### src/rtl/rv6_mem_pkg.sv
// Shared memory-side definitions for the rv6 data cache and its refill engine.
// Line geometry, bus burst-length width and refill FSM encoding live here.
package rv6_mem_pkg;

   localparam int DMEM_LINE    = 256;
   localparam int DMEM_BLK_LEN = 59;
   localparam int DMEM_BEATS   = DMEM_LINE / 64;
   localparam int BUS_LEN_W    = 8;

   // S_HOLD is reserved and never entered.
   typedef enum logic [2:0] {
      S_IDLE = 3'd0,
      S_REQ  = 3'd1,
      S_BEAT = 3'd2,
      S_DONE = 3'd3,
      S_HOLD = 3'd4
   } refill_state_t;

endpackage

### src/rtl/dmem_refill.sv
// Data-cache line refill: one burst read of BEATS 64-bit beats per request,
// assembled into a full line and returned with a single valid pulse.
module dmem_refill
   import rv6_mem_pkg::*;
#(
   parameter int LINE    = DMEM_LINE,
   parameter int BLK_LEN = DMEM_BLK_LEN,
   parameter int BEATS   = LINE / 64
) (
   input  logic                 clk,
   input  logic                 rst,
   input  logic [BLK_LEN-1:0]   b_addr_d,
   input  logic                 b_rd_d,
   output logic [LINE-1:0]      b_rdata_d,
   output logic                 b_dv_d,
   output logic                 b_err_d,
   output logic [63:0]          m_addr,
   output logic [BUS_LEN_W-1:0] m_len,
   output logic                 m_req,
   input  logic                 m_ack,
   input  logic [63:0]          m_rdata,
   input  logic                 m_rvalid,
   input  logic                 m_rerr
);

   localparam int OFF   = $clog2(LINE / 8);
   localparam int CNT_W = $clog2(BEATS);

   refill_state_t state_q;
   refill_state_t state_d;

   logic [BLK_LEN-1:0] blk_q;
   logic [CNT_W-1:0]   cnt_q;
   logic               err_q;
   logic               abort_q;
   logic [LINE-1:0]    line_q;

   logic beat;
   logic last;
   logic busy;

   assign beat = (state_q == S_BEAT) && m_rvalid;
   assign last = (cnt_q == CNT_W'(BEATS - 1));
   assign busy = (state_q == S_REQ) || (state_q == S_BEAT);

   always_ff @(posedge clk) begin
      if (rst) begin
         state_q <= S_IDLE;
      end else begin
         state_q <= state_d;
      end
   end

   always_ff @(posedge clk) begin
      if (rst) begin
         blk_q   <= '0;
         cnt_q   <= '0;
         err_q   <= 1'b0;
         abort_q <= 1'b0;
      end else begin
         if ((state_q == S_IDLE) && b_rd_d) begin
            blk_q   <= b_addr_d;
            cnt_q   <= '0;
            err_q   <= 1'b0;
            abort_q <= 1'b0;
         end
         if (beat) begin
            cnt_q <= cnt_q + 1'b1;
            err_q <= err_q | m_rerr;
         end
         // A dropped request still drains the burst; only the pulse is lost.
         if (busy && !b_rd_d) begin
            abort_q <= 1'b1;
         end
      end
   end

   always_ff @(posedge clk) begin
      if (!rst && beat) begin
         line_q[64*cnt_q +: 64] <= m_rdata;
      end
   end

   always_comb begin
      state_d = state_q;
      m_req   = 1'b0;
      m_addr  = '0;
      b_dv_d  = 1'b0;
      b_err_d = 1'b0;
      unique case (state_q)
         S_IDLE: begin
            if (b_rd_d) begin
               state_d = S_REQ;
            end
         end
         S_REQ: begin
            m_req  = 1'b1;
            m_addr = 64'({blk_q, {OFF{1'b0}}});
            if (m_ack) begin
               state_d = S_BEAT;
            end
         end
         S_BEAT: begin
            if (beat && last) begin
               state_d = S_DONE;
            end
         end
         S_DONE: begin
            b_dv_d  = !abort_q;
            b_err_d = !abort_q && err_q;
            state_d = S_IDLE;
         end
         default: begin
            state_d = S_IDLE;
         end
      endcase
   end

   assign m_len     = BUS_LEN_W'(BEATS - 1);
   assign b_rdata_d = line_q;

endmodule
### config.mk
export PLATFORM = sky130hd
export DESIGN_NAME = dmem_refill
export DESIGN_NICKNAME = d
export VERILOG_FILES = /design/src/rtl/rv6_mem_pkg.sv /design/src/rtl/dmem_refill.sv
export SDC_FILE = /design/constraint.sdc
export NUM_CORES = 1
export LEC_CHECK = 0
export CORE_ASPECT_RATIO = 1.2
export CORE_MARGIN = 8
export CORE_UTILIZATION = 46
export DETAILED_ROUTE_END_ITERATION = 6
export PLACE_DENSITY = 0.83
export SLEW_MARGIN = 20
export SYNTH_ARGS = -nofsm -noshare
export SYNTH_HDL_FRONTEND = slang
export SYNTH_SLANG_ARGS = --single-unit
export TNS_END_PERCENT = 5
### constraint.sdc
create_clock -name clk -period 5.1 [get_ports clk]
set_input_delay 1.02 -clock clk [delete_from_list [all_inputs] [get_ports clk]]
set_output_delay 1.02 -clock clk [all_outputs]
set_load 0.05 [all_outputs]
# Yosys cells after proc, flatten, opt, wreduce, memory -nomap -nowiden

Index checks and enable logic that the tools add are counted.

Word-level logic and storage cells: 46
Bits in latches: 0
Memory bits (read-only): 0
Flip-flop bits (word level): 322
Bits in writable memories: 0
Output and inout bits: 331
Memories: 0

Equal/unequal tests: 7
$mul: 0
Magnitude comparators: 0
Reductions and logical operators: 14
Bitwise logic cells: 1
Shift operators: 2
Muxes and demuxes: 14
Divide/modulo/power cells: 0
Add/sub/neg operators: 2

Operator list:

| cell                                                                      | number |
|---|---|
| 256-bit bitwise mux                                                       | 1 |
| 64-bit by 34-bit variable shift with 256-bit output, first input constant | 1 |
| 64-bit by 34-bit variable part select with 256-bit output                 | 1 |
| 64-bit two-way mux                                                        | 1 |
| 8-bit negator with 34-bit output                                          | 1 |
| 3-bit two-way mux                                                         | 3 |
| 3-bit one-hot mux with 3 select lines                                     | 1 |
| 3-bit by 2-bit equality test with 1-bit output, second input constant     | 2 |
| 1-bit logical AND                                                         | 6 |
| 1-bit two-way mux                                                         | 6 |
| 2-bit two-way mux                                                         | 2 |
| 2-bit != test, second input constant                                      | 2 |
| 2-bit nonzero test                                                        | 2 |
| 3-bit by 1-bit equality test with 1-bit output, second input constant     | 1 |
| 1-bit zero test                                                           | 3 |
| 3-bit zero test                                                           | 1 |
| 3-bit AND reduction                                                       | 1 |
| 2-bit by 1-bit adder with 2-bit output, second input constant             | 1 |
| 2-bit equality test, second input constant                                | 1 |
| 2-bit by 1-bit != test with 1-bit output, second input constant           | 1 |
| 1-bit logical OR                                                          | 1 |
| 1-bit bitwise OR                                                          | 1 |

# Logic depth before layout (Yosys ltp)

Gate-level depths: netlist of run 1.

Word-level depth: 5
Gate-level depth with buffers: 8

# Worst setup path before layout of run 1

OpenSTA, ideal clock, no wires.

Path kind: input to register
From: input port m_rvalid
To: register line_q[0] (netlist: b_rdata_d[0]) (enable)
Stages: 3
Slack: 1.903 ns
Data arrival time: 2.768 ns
Buffers on the path: 0
Data required time: 4.671 ns
Cells stage by stage: nand2_1 nor2_1 and2_1

Longest elaborated chain between the ends: 2

Ends and longest elaborated chain:

| element                       | line              | text |
|---|---|---|
| start, declared               | dmem_refill.sv:22 | `input logic m_rvalid,` |
| 1-bit logical AND             | dmem_refill.sv:42 | `assign beat = (state_q == S_BEAT) && m_rvalid;` |
| 1-bit logical AND             | dmem_refill.sv:79 | `if (!rst && beat) begin` |
| end signal, assigned by index | dmem_refill.sv:80 | `line_q[64*cnt_q +: 64] <= m_rdata;` |
| end, declared                 | dmem_refill.sv:36 | `logic [LINE-1:0] line_q;` |

Every way passes these cells.
A chain may end at the register's enable or synchronous reset.

# Worst setup path after layout of run 1

From: register state_q[1]
To: output port m_addr[35]

Longest elaborated chain between the ends: 2

Ends and longest elaborated chain:

| element                                        | line              | text |
|---|---|---|
| start, declared                                | dmem_refill.sv:29 | `refill_state_t state_q;` |
| start signal, assigned                         | dmem_refill.sv:50 | `state_q <= state_d;` |
| 3-bit by 1-bit equality test with 1-bit output | dmem_refill.sv:90 | `unique case (state_q)` |
| 64-bit two-way mux                             | dmem_refill.sv:90 |  |
| end, declared                                  | dmem_refill.sv:17 | `output logic [63:0] m_addr,` |

Every way passes these cells.

==> flow_metrics.tcl, run 1 <==
set metrics [dict create \
    worst_path_max_delay_cell "clkdlybuf4s50_1" \
    die_area_um2 32600 \
    yosys_register_bits 321 \
    arrival_ns 2.57 \
    cts.sinks 321 \
    cts_made_buffers 30 \
    syn_avg_cell_area_um2 13.4 \
    worstMarginPinSlew_ns 1.07 \
    worstSetupPathType "reg2out" \
    leakage_nw 6.39 \
    synth_fa_ha_area_share_pct 0.904 \
    holdWs_ns 0.451 \
    crit_path_cell_trace "inv_1, ha_1, buf_4, and2_1, clkdlybuf4s50_1" \
    worstPathRequired_ns 4.08 \
    grt_max_degree 68 \
    synth_xor_area_share_pct 0 \
    die_w_um 166 \
    area_delta_synth_final_pct 45.5 \
    drt_wl_total_um 38100 \
    setup_viol 0 \
    drive_above_1_share_pct 7.86 \
    wl_per_cell_um 22.1 \
    status "complete, no violations" \
    max_freq_mhz 279 \
    synth_area_um2 12500 \
    finalSetupTns_ns 0 \
    ys_types 29 \
    cts_tree "yes" \
    dr.pass1.iters 5 \
    grt_usage_pct 22.2 \
    grt_pass1_vias 9064 \
    hpwl_um 27000 \
    num-nets-final 1500 \
    rows 66 \
    cts-root-buf "clkbuf_16" \
    clkLatencyLatePin_ns 0.54 \
    endpoint_kind "output pin" \
    antenna_found_initial 1 \
    cts_max_path_buffers 3 \
    globalRouteOverflowTotal 0 \
    power_density_nw_per_um2 361 \
    core-area_um2 26900 \
    period_share_pct 70.4 \
    cts_setup_buffers 0 \
    synth_mux_area_share_pct 0.0803 \
    grt_pass1_wl_um 56000 \
    syn_inst 930 \
    clk_pin_slew_ns 0.06 \
    vdd_drop_max_mv 0.263 \
    reg2reg_slack_ns 2.53 \
    drtAntennaViolNets 0 \
    maxCapViolations 0 \
    mostFrequentLayoutCells "clkdlybuf4s50_1 (445), and2_1 (270), edfxtp_1 (256)" \
    h-tree-depth 1 \
    drc 0 \
    slew_viol_final 0 \
    min_period_ns 3.59 \
    slew_headroom_pct 28.3 \
    diodes 0 \
    via_per_inst 5.01 \
    crit_path_start_kind "flop" \
    hold_viol 0 \
    fin_skew_ns 0.0112 \
    rsz0062_at_grt "false" \
    cts_resized 0 \
    yosysSeqAreaShare_pct 72.1 \
    hp-class "reg2reg" \
    synth_top_family_by_area "simple AND/OR/NAND/NOR gates" \
    dr.first_iter.drc_count 391 \
    gp_congestion 0.820 \
    start_util_pct 46.3 \
    synth-compound-area-share_pct 2.77 \
    io_pins 460 \
    yosys_warnings 0 \
    portBuffers 446 \
    die_height_um 196 \
    slowest_delay_ns 0.82 \
    num_vias 8646 \
    worst-path-max-fanout 62 \
    synth_simple_gate_area_share_pct 21.4 \
    ctsHoldBuffers 0 \
    final_common_cell "clkdlybuf4s50_1" \
]
## power breakdown
group | leakage (nW) | internal (mW) | switching [mW]
clock | 0.476 | 1.28 | 0.938
combinational | 3.18 | 0.436 | 0.829
sequential | 2.74 | 2.99 | 0.0706
## cells by family (layout without fill, tap and decap cells)
kind of cell	count (synthesis)	after routing
AND/OR/NAND/NOR	460	460
multiplexers	1	1
buffers and inverters	70	515
adder cells (fa/ha/maj)	9	9
other	2	13
AO/OA/AOI/OAI	67	67
flip-flops	321	321
## worst max-delay path, delay by kind of cell, from the launching register on
| kind | cells | cell delay [ns] |
|---|---|---|
| adders and majority gates | 1 | 0.14 |
| buffers and inverters | 3 | 1.32 |
| DFF | 1 | 0.34 |
| and+or+nand+nor | 1 | 0.22 |
## Yosys cell counts
| cell type | n | share of area [%] |
|---|---|---|
| a21oi_1 | 63 | 2.5 |
| a222oi_1 | 1 | 0.080 |
| a22oi_1 | 1 | 0.060 |
| and2_1 | 275 | 14 |
| and2_2 | 45 | 2.7 |
| and2b_2 | 1 | 0.070 |
| and4b_2 | 2 | 0.18 |
| and4bb_2 | 1 | 0.10 |
| buf_1 | 3 | 0.090 |
| buf_2 | 3 | 0.12 |
| buf_4 | 13 | 0.78 |
| clkbuf_1 | 33 | 0.99 |
| clkbuf_2 | 12 | 0.48 |
| conb_1 | 2 | 0.060 |
| dfxtp_1 | 65 | 10 |
| edfxtp_1 | 256 | 62 |
| ha_1 | 9 | 0.90 |
| inv_1 | 5 | 0.15 |
| inv_2 | 1 | 0.030 |
| mux2i_1 | 1 | 0.080 |
| nand2_1 | 124 | 3.7 |
| nand2b_1 | 3 | 0.15 |
| nand3_1 | 2 | 0.080 |
| nor2_1 | 3 | 0.090 |
| nor2b_1 | 1 | 0.050 |
| nor3b_1 | 1 | 0.060 |
| nor4b_4 | 2 | 0.38 |
| o21a_1 | 1 | 0.060 |
| o21ai_0 | 1 | 0.040 |
## metal layers
layer / vias up / wire [um] / track usage, %
met5: - / 13 / 0
met4: 2 / 919 / 6.15
met3: 61 / 3390 / 7.22
met2: 466 / 19800 / 40.8
met1: 4167 / 14000 / 24.3
li1: 3950 / - / -
## metrics by stage
stage                     util, %  worst slack, ns  total power, mW  std cells  area, um^2
after floorplan                 -             1.90             3.94        941       12500
after global placement       63.7             2.02             4.33       1669       17100
after detailed placement     63.7             1.95             4.38       1669       17100
after CTS                    67.3             1.49             6.58       1725       18100
after global routing         67.4             1.36             6.77       1726       18100
final                        67.4             1.51             6.54       1726       18100
## final cells by class
| class | count | area [um^2] |
|---|---|---|
| repair buffers | 453 | 4520 |
| clock buffers | 41 | 823 |
| flip-flops and latches | 321 | 8990 |
| multi-input cells | 550 | 3210 |
| well taps | 340 | 425 |
| fillers | 1801 | 8790 |
| clock inverters | 15 | 151 |
| inverters | 6 | 22.5 |
## flip-flops by register name, indices dropped and copies added (netlist names)
register	flops
b_rdata_d	256
blk_q	59
cnt_q	2
state_q	2
abort_q	1
err_q	1
## worst paths after layout
check                           startpoint             end  cells past startpoint
worst max-delay path            state_q[1]      m_addr[35]                      5
worst min-delay path             blk_q[40]       blk_q[40]                      2
worst max register to register    cnt_q[0]  b_rdata_d[199]                      5
worst min register to register   blk_q[40]       blk_q[40]                      2
No activity file was read; power rests on OpenSTA's default activity.
==> inputs of run 2 (changes only) <==
--- a/config.mk
+++ b/config.mk
@@ -7,9 +7,9 @@
 export LEC_CHECK = 0
 export CORE_ASPECT_RATIO = 1.2
 export CORE_MARGIN = 8
-export CORE_UTILIZATION = 46
+export CORE_UTILIZATION = 40
 export DETAILED_ROUTE_END_ITERATION = 6
-export PLACE_DENSITY = 0.83
+export PLACE_DENSITY = 0.76
 export SLEW_MARGIN = 20
 export SYNTH_ARGS = -nofsm -noshare
 export SYNTH_HDL_FRONTEND = slang
==> constraint.sdc (replaced) <==
create_clock -name clk -period 2.9 [get_ports clk]
set_input_delay 0.58 -clock clk [delete_from_list [all_inputs] [get_ports clk]]
set_output_delay 0.58 -clock clk [all_outputs]
set_load 0.05 [all_outputs]
==> run 2 against run 1 <==
Count of clock-buffer cells in the layout down 6. Worst hold slack got worse by 0.0015 ns. Combinational power grew 100%. First-iteration DRC count up 43%. Wire length shrank 1.5%. Design area is 5.3% higher. Critical endpoint is now b_dv_d.
==> flow_metrics.tcl, run 2 (synthesis results as in run 1) <==
set metrics [dict create \
    area_delta_synth_final_pct 53.2 \
    arrival_ns 2.20 \
    leakage_nw 6.81 \
    slowest_delay_ns 0.88 \
    status "complete, no violations" \
    cts_setup_buffers 0 \
    hp-class "reg2reg" \
    fin_ws_ns 0.118 \
    detailedPlace.worstSlack_ns 0.342 \
    num_vias 8535 \
    endpoint_kind "output pin" \
    critical_path.top_delay_family "buffers and inverters" \
    cts_made_buffers 31 \
    worstPathRequired_ns 2.32 \
    wl_met3_um 4290 \
    wl_per_cell_um 20.8 \
    slew_viol_final 0 \
    fin_skew_ns 0.0159 \
    crit_path_cell_trace "ha_1, nor2b_1, clkdlybuf4s50_1" \
    wl_met2_um 18800 \
    mostFrequentLayoutCells "clkdlybuf4s50_1 (384), and2_1 (270), edfxtp_1 (256)" \
    die_height_um 209 \
    die_w_um 177 \
    multi_input_area_um2 3200 \
    core-area_um2 31000 \
    finalSetupTns_ns 0 \
    largest_register_ffs 256 \
    cts-root-buf "clkbuf_16" \
    power_density_nw_per_um2 630 \
    rsz0062_at_grt "false" \
    vdd_drop_max_mv 0.528 \
    cts_max_path_buffers 3 \
    ctsHoldBuffers 0 \
    worst-path-buf-inv 1 \
    dr.pass1.iters 4 \
    fillers 2285 \
    globalRouteOverflowTotal 0 \
    worstMarginPinSlew_ns 0.699 \
    slew_headroom_pct 53.4 \
    clk_pin_slew_ns 0.06 \
    rr_worst_depth 5 \
    diodes 0 \
    dr.first_iter.drc_count 559 \
    grt_pass1_wl_um 54400 \
    crit_path_start_kind "flop" \
    max_freq_mhz 359 \
    cts.sinks 321 \
    maxCapViolations 0 \
    whs_path_depth 2 \
    antenna_found_initial 5 \
    worstSetupPathType "reg2out" \
    worst-path-max-fanout 4 \
    via_per_inst 4.73 \
    die_area_um2 37100 \
    drive_above_1_share_pct 13.4 \
    cts_resized 0 \
    gp_congestion 0.783 \
    period_share_pct 95.9 \
    cts_tree "yes" \
    hpwl_um 27800 \
    wl_met1_um 13500 \
    grt_usage_pct 19.2 \
    seqCellArea_um2 8990 \
    grt_max_degree 67 \
    rows 71 \
    worst_path_max_delay_cell "clkdlybuf4s50_1" \
    fin_util_pct 61.6 \
    cp_num_cells 3 \
    start_util_pct 40.2 \
    io_pins 460 \
    h-tree-depth 1 \
    final_common_cell "clkdlybuf4s50_1" \
    grt_pass1_vias 8734 \
    num-nets-final 1515 \
    highest_layer "met5" \
    setup_viol 0 \
    drtAntennaViolNets 0 \
    clkLatencyLatePin_ns 0.57 \
    hold_viol 0 \
    portBuffers 446 \
    drc 0 \
    min_period_ns 2.78 \
    drt_wl_total_um 37500 \
]
run 2: area by class of cell:
type                            instances  share of cell area (%)
Clock buffer                           35                    4.14
Clock inverter                         23                    1.33
Inverter                                6                   0.118
Multi-Input combinational cell        550                    16.8
Sequential cell                       321                    47.1
Tap cell                              401                    2.63
Timing Repair Buffer                  467                    27.9
run 2: metrics by stage:
| step | area (um^2) | hold slack [ns] | std cells | power (mW) |
|---|---|---|---|---|
| finish | 19100 | 0.449 | 1803 | 12.0 |
| global route | 19100 | 0.465 | 1803 | 12.5 |
| CTS | 19100 | 0.452 | 1803 | 12.1 |
| detailed placement | 18000 | 0.442 | 1745 | 8.02 |
| global placement | 18000 | 0.437 | 1745 | 7.97 |
| floorplan | 12500 | 0.432 | 941 | 6.93 |
run 2: final timing paths:
check / start / endpoint / slack, ns
max: state_q[1] / b_dv_d / 0.12
min: blk_q[11] / blk_q[11] / 0.45
max reg2reg: cnt_q[0] / b_rdata_d[9] / 0.60
min reg2reg: blk_q[11] / blk_q[11] / 0.45
run 2: power by group:
group / switching (mW) / total [mW] / internal, mW / leakage (nW)
clock network: 1.73 / 4.14 / 2.41 / 0.492
registers: 0.115 / 5.37 / 5.26 / 2.74
logic: 1.52 / 2.52 / 1.01 / 3.58
run 2: routing by layer:
| metal | GRT usage, % | up-vias |
|---|---|---|
| li1 | - | 3993 |
| met1 | 20.8 | 4078 |
| met2 | 34.0 | 394 |
| met3 | 7.42 | 62 |
| met4 | 5.63 | 8 |
| met5 | 0 | - |
run 2: worst register-to-register path, stage by stage (launching register included):
cell and delay (ns):
dfxtp_1 0.54, inv_2 0.14, ha_1 0.42, and4bb_2 0.33, buf_4 0.45, and2_1 0.28
==> inputs of run 3 (changes only) <==
--- a/config.mk
+++ b/config.mk
@@ -9,7 +9,7 @@
 export CORE_MARGIN = 8
 export CORE_UTILIZATION = 40
 export DETAILED_ROUTE_END_ITERATION = 6
-export PLACE_DENSITY = 0.76
+export PLACE_DENSITY = 0.77
 export SLEW_MARGIN = 20
 export SYNTH_ARGS = -nofsm -noshare
 export SYNTH_HDL_FRONTEND = slang
==> run 3 against run 2 <==
Power is 1.2% lower. Design area is 0.25% lower. Core utilization is 0.15 points lower. Combinational power is 2% higher. Sequential cell count stayed put.
==> flow_metrics.tcl, run 3 (synthesis results as in run 1) <==
set metrics [dict create \
    placed_cells 1739 \
    area_delta_synth_final_pct 52.8 \
    rsz0062_at_grt "false" \
    min_period_ns 2.71 \
    largest_register_ffs 256 \
    reg2reg_slack_ns 0.58 \
    leakage_nw 6.78 \
    hp-start "blk_q[49]" \
    cts_max_path_buffers 3 \
    slew_headroom_pct 52.8 \
    drive_above_1_share_pct 13.0 \
    cts_tree "yes" \
    mostFrequentLayoutCells "clkdlybuf4s50_1 (384), and2_1 (270), edfxtp_1 (256)" \
    h-tree-depth 1 \
    cts_made_buffers 30 \
    fin_cells 1793 \
    start_util_pct 40.2 \
    status "complete, no violations" \
    slew_viol_final 0 \
    drt_wl_total_um 36900 \
    portBuffers 446 \
    core-area_um2 31000 \
    cts-root-buf "clkbuf_16" \
    finalSetupTns_ns 0 \
    power_density_nw_per_um2 625 \
    rows 71 \
    maxCapViolations 0 \
    worstPathRequired_ns 2.32 \
    drtAntennaViolNets 0 \
    dr.first_iter.drc_count 443 \
    ctsHoldBuffers 0 \
    whs_path_depth 2 \
    hpwl_um 26700 \
    worstMarginPinSlew_ns 0.708 \
    grt_pass1_wl_um 53900 \
    cts.sinks 321 \
    min_to "blk_q[49]" \
    worst-path-max-fanout 4 \
    hp-class "reg2reg" \
    globalRouteOverflowTotal 0 \
    num_vias 8416 \
    endpoint_kind "output pin" \
    die_area_um2 37100 \
    period_share_pct 93.5 \
    num-nets-final 1508 \
    arrival_ns 2.13 \
    diodes 0 \
    dr.pass1.iters 5 \
    die_w_um 177 \
    clk_pin_slew_ns 0.06 \
    fin_skew_ns 0.0135 \
    antenna_found_initial 4 \
    cts_setup_buffers 0 \
    drc 0 \
    vdd_drop_max_mv 0.436 \
    setup_viol 0 \
    io_pins 460 \
    worstSetupPathType "reg2out" \
    hold_viol 0 \
    wl_per_cell_um 20.6 \
    grt_usage_pct 19.0 \
    crit_path_start_kind "flop" \
    rr_worst_depth 5 \
    r2r_start "cnt_q[0]" \
    fillers 2299 \
    max_freq_mhz 369 \
    r2r_end "b_rdata_d[49]" \
    gp_congestion 0.768 \
    clkLatencyLatePin_ns 0.56 \
    die_height_um 209 \
    via_per_inst 4.69 \
    final_common_cell "clkdlybuf4s50_1" \
    grt_max_degree 67 \
    grt_pass1_vias 8832 \
]
[run 3: final cells by class]
class | count | area [um^2] | share of cell area [%]
clock buffers | 33 | 783 | 4.11
clock inverters | 21 | 206 | 1.08
inverters | 6 | 22.5 | 0.118
multi-input cells | 550 | 3200 | 16.8
flip-flops and latches | 321 | 8990 | 47.2
well taps | 401 | 502 | 2.63
repair buffers | 461 | 5340 | 28.0
[run 3: how the worst max path moves through the flow]
stage | start | end | slack (ns)
4_1_cts | state_q[0] | b_err_d | 0.04
3_3_place_gp | m_rvalid | b_rdata_d[105] | 0.46
2_1_floorplan | cnt_q[0] | b_rdata_d[0] | 0.07
6_report | state_q[0] | b_dv_d | 0.19
5_1_grt | state_q[0] | b_dv_d | 0.06
3_5_place_dp | m_rvalid | b_rdata_d[108] | 0.43
[run 3: where the power goes]
group / switching (mW) / internal (mW) / total [mW]
clock: 1.67 / 2.29 / 3.96
sequential: 0.109 / 5.26 / 5.36
combinational: 1.53 / 1.03 / 2.57
total: 3.31 / 8.58 / 11.9
[run 3: per-layer routing]
metal  wire [um]  global-route usage (%)
met5          49                       0
met4        1170                    6.50
met1       12800                    20.0
met2       18000                    32.9
met3        4880                    8.75
[run 3: timing repair]
| action | in CTS | in global routing |
|---|---|---|
| setup endpoints to repair | 0 | 5 |
| resized for setup | 0 | 2 |
| endpoints found under the hold margin | 0 | 0 |
[run 3: worst max-delay path: stages (launching register included)]
cell and delay [ns]:
dfxtp_1 0.39, ha_1 0.17, nor2b_1 0.17, clkdlybuf4s50_1 0.86
[run 3: metrics by stage]
stage | area, um^2 | hold WS [ns] | worst slack (ns) | utilization, % | power (mW)
3_3_place_gp | 18000 | 0.437 | 0.464 | 58.2 | 8.00
6_report | 19000 | 0.448 | 0.189 | 61.4 | 11.9
5_1_grt | 19000 | 0.464 | 0.0568 | 61.4 | 12.3
3_5_place_dp | 18000 | 0.443 | 0.429 | 58.2 | 8.07
2_1_floorplan | 12500 | 0.432 | 0.0737 | - | 6.93
4_1_cts | 19000 | 0.450 | 0.0373 | 61.4 | 12.0
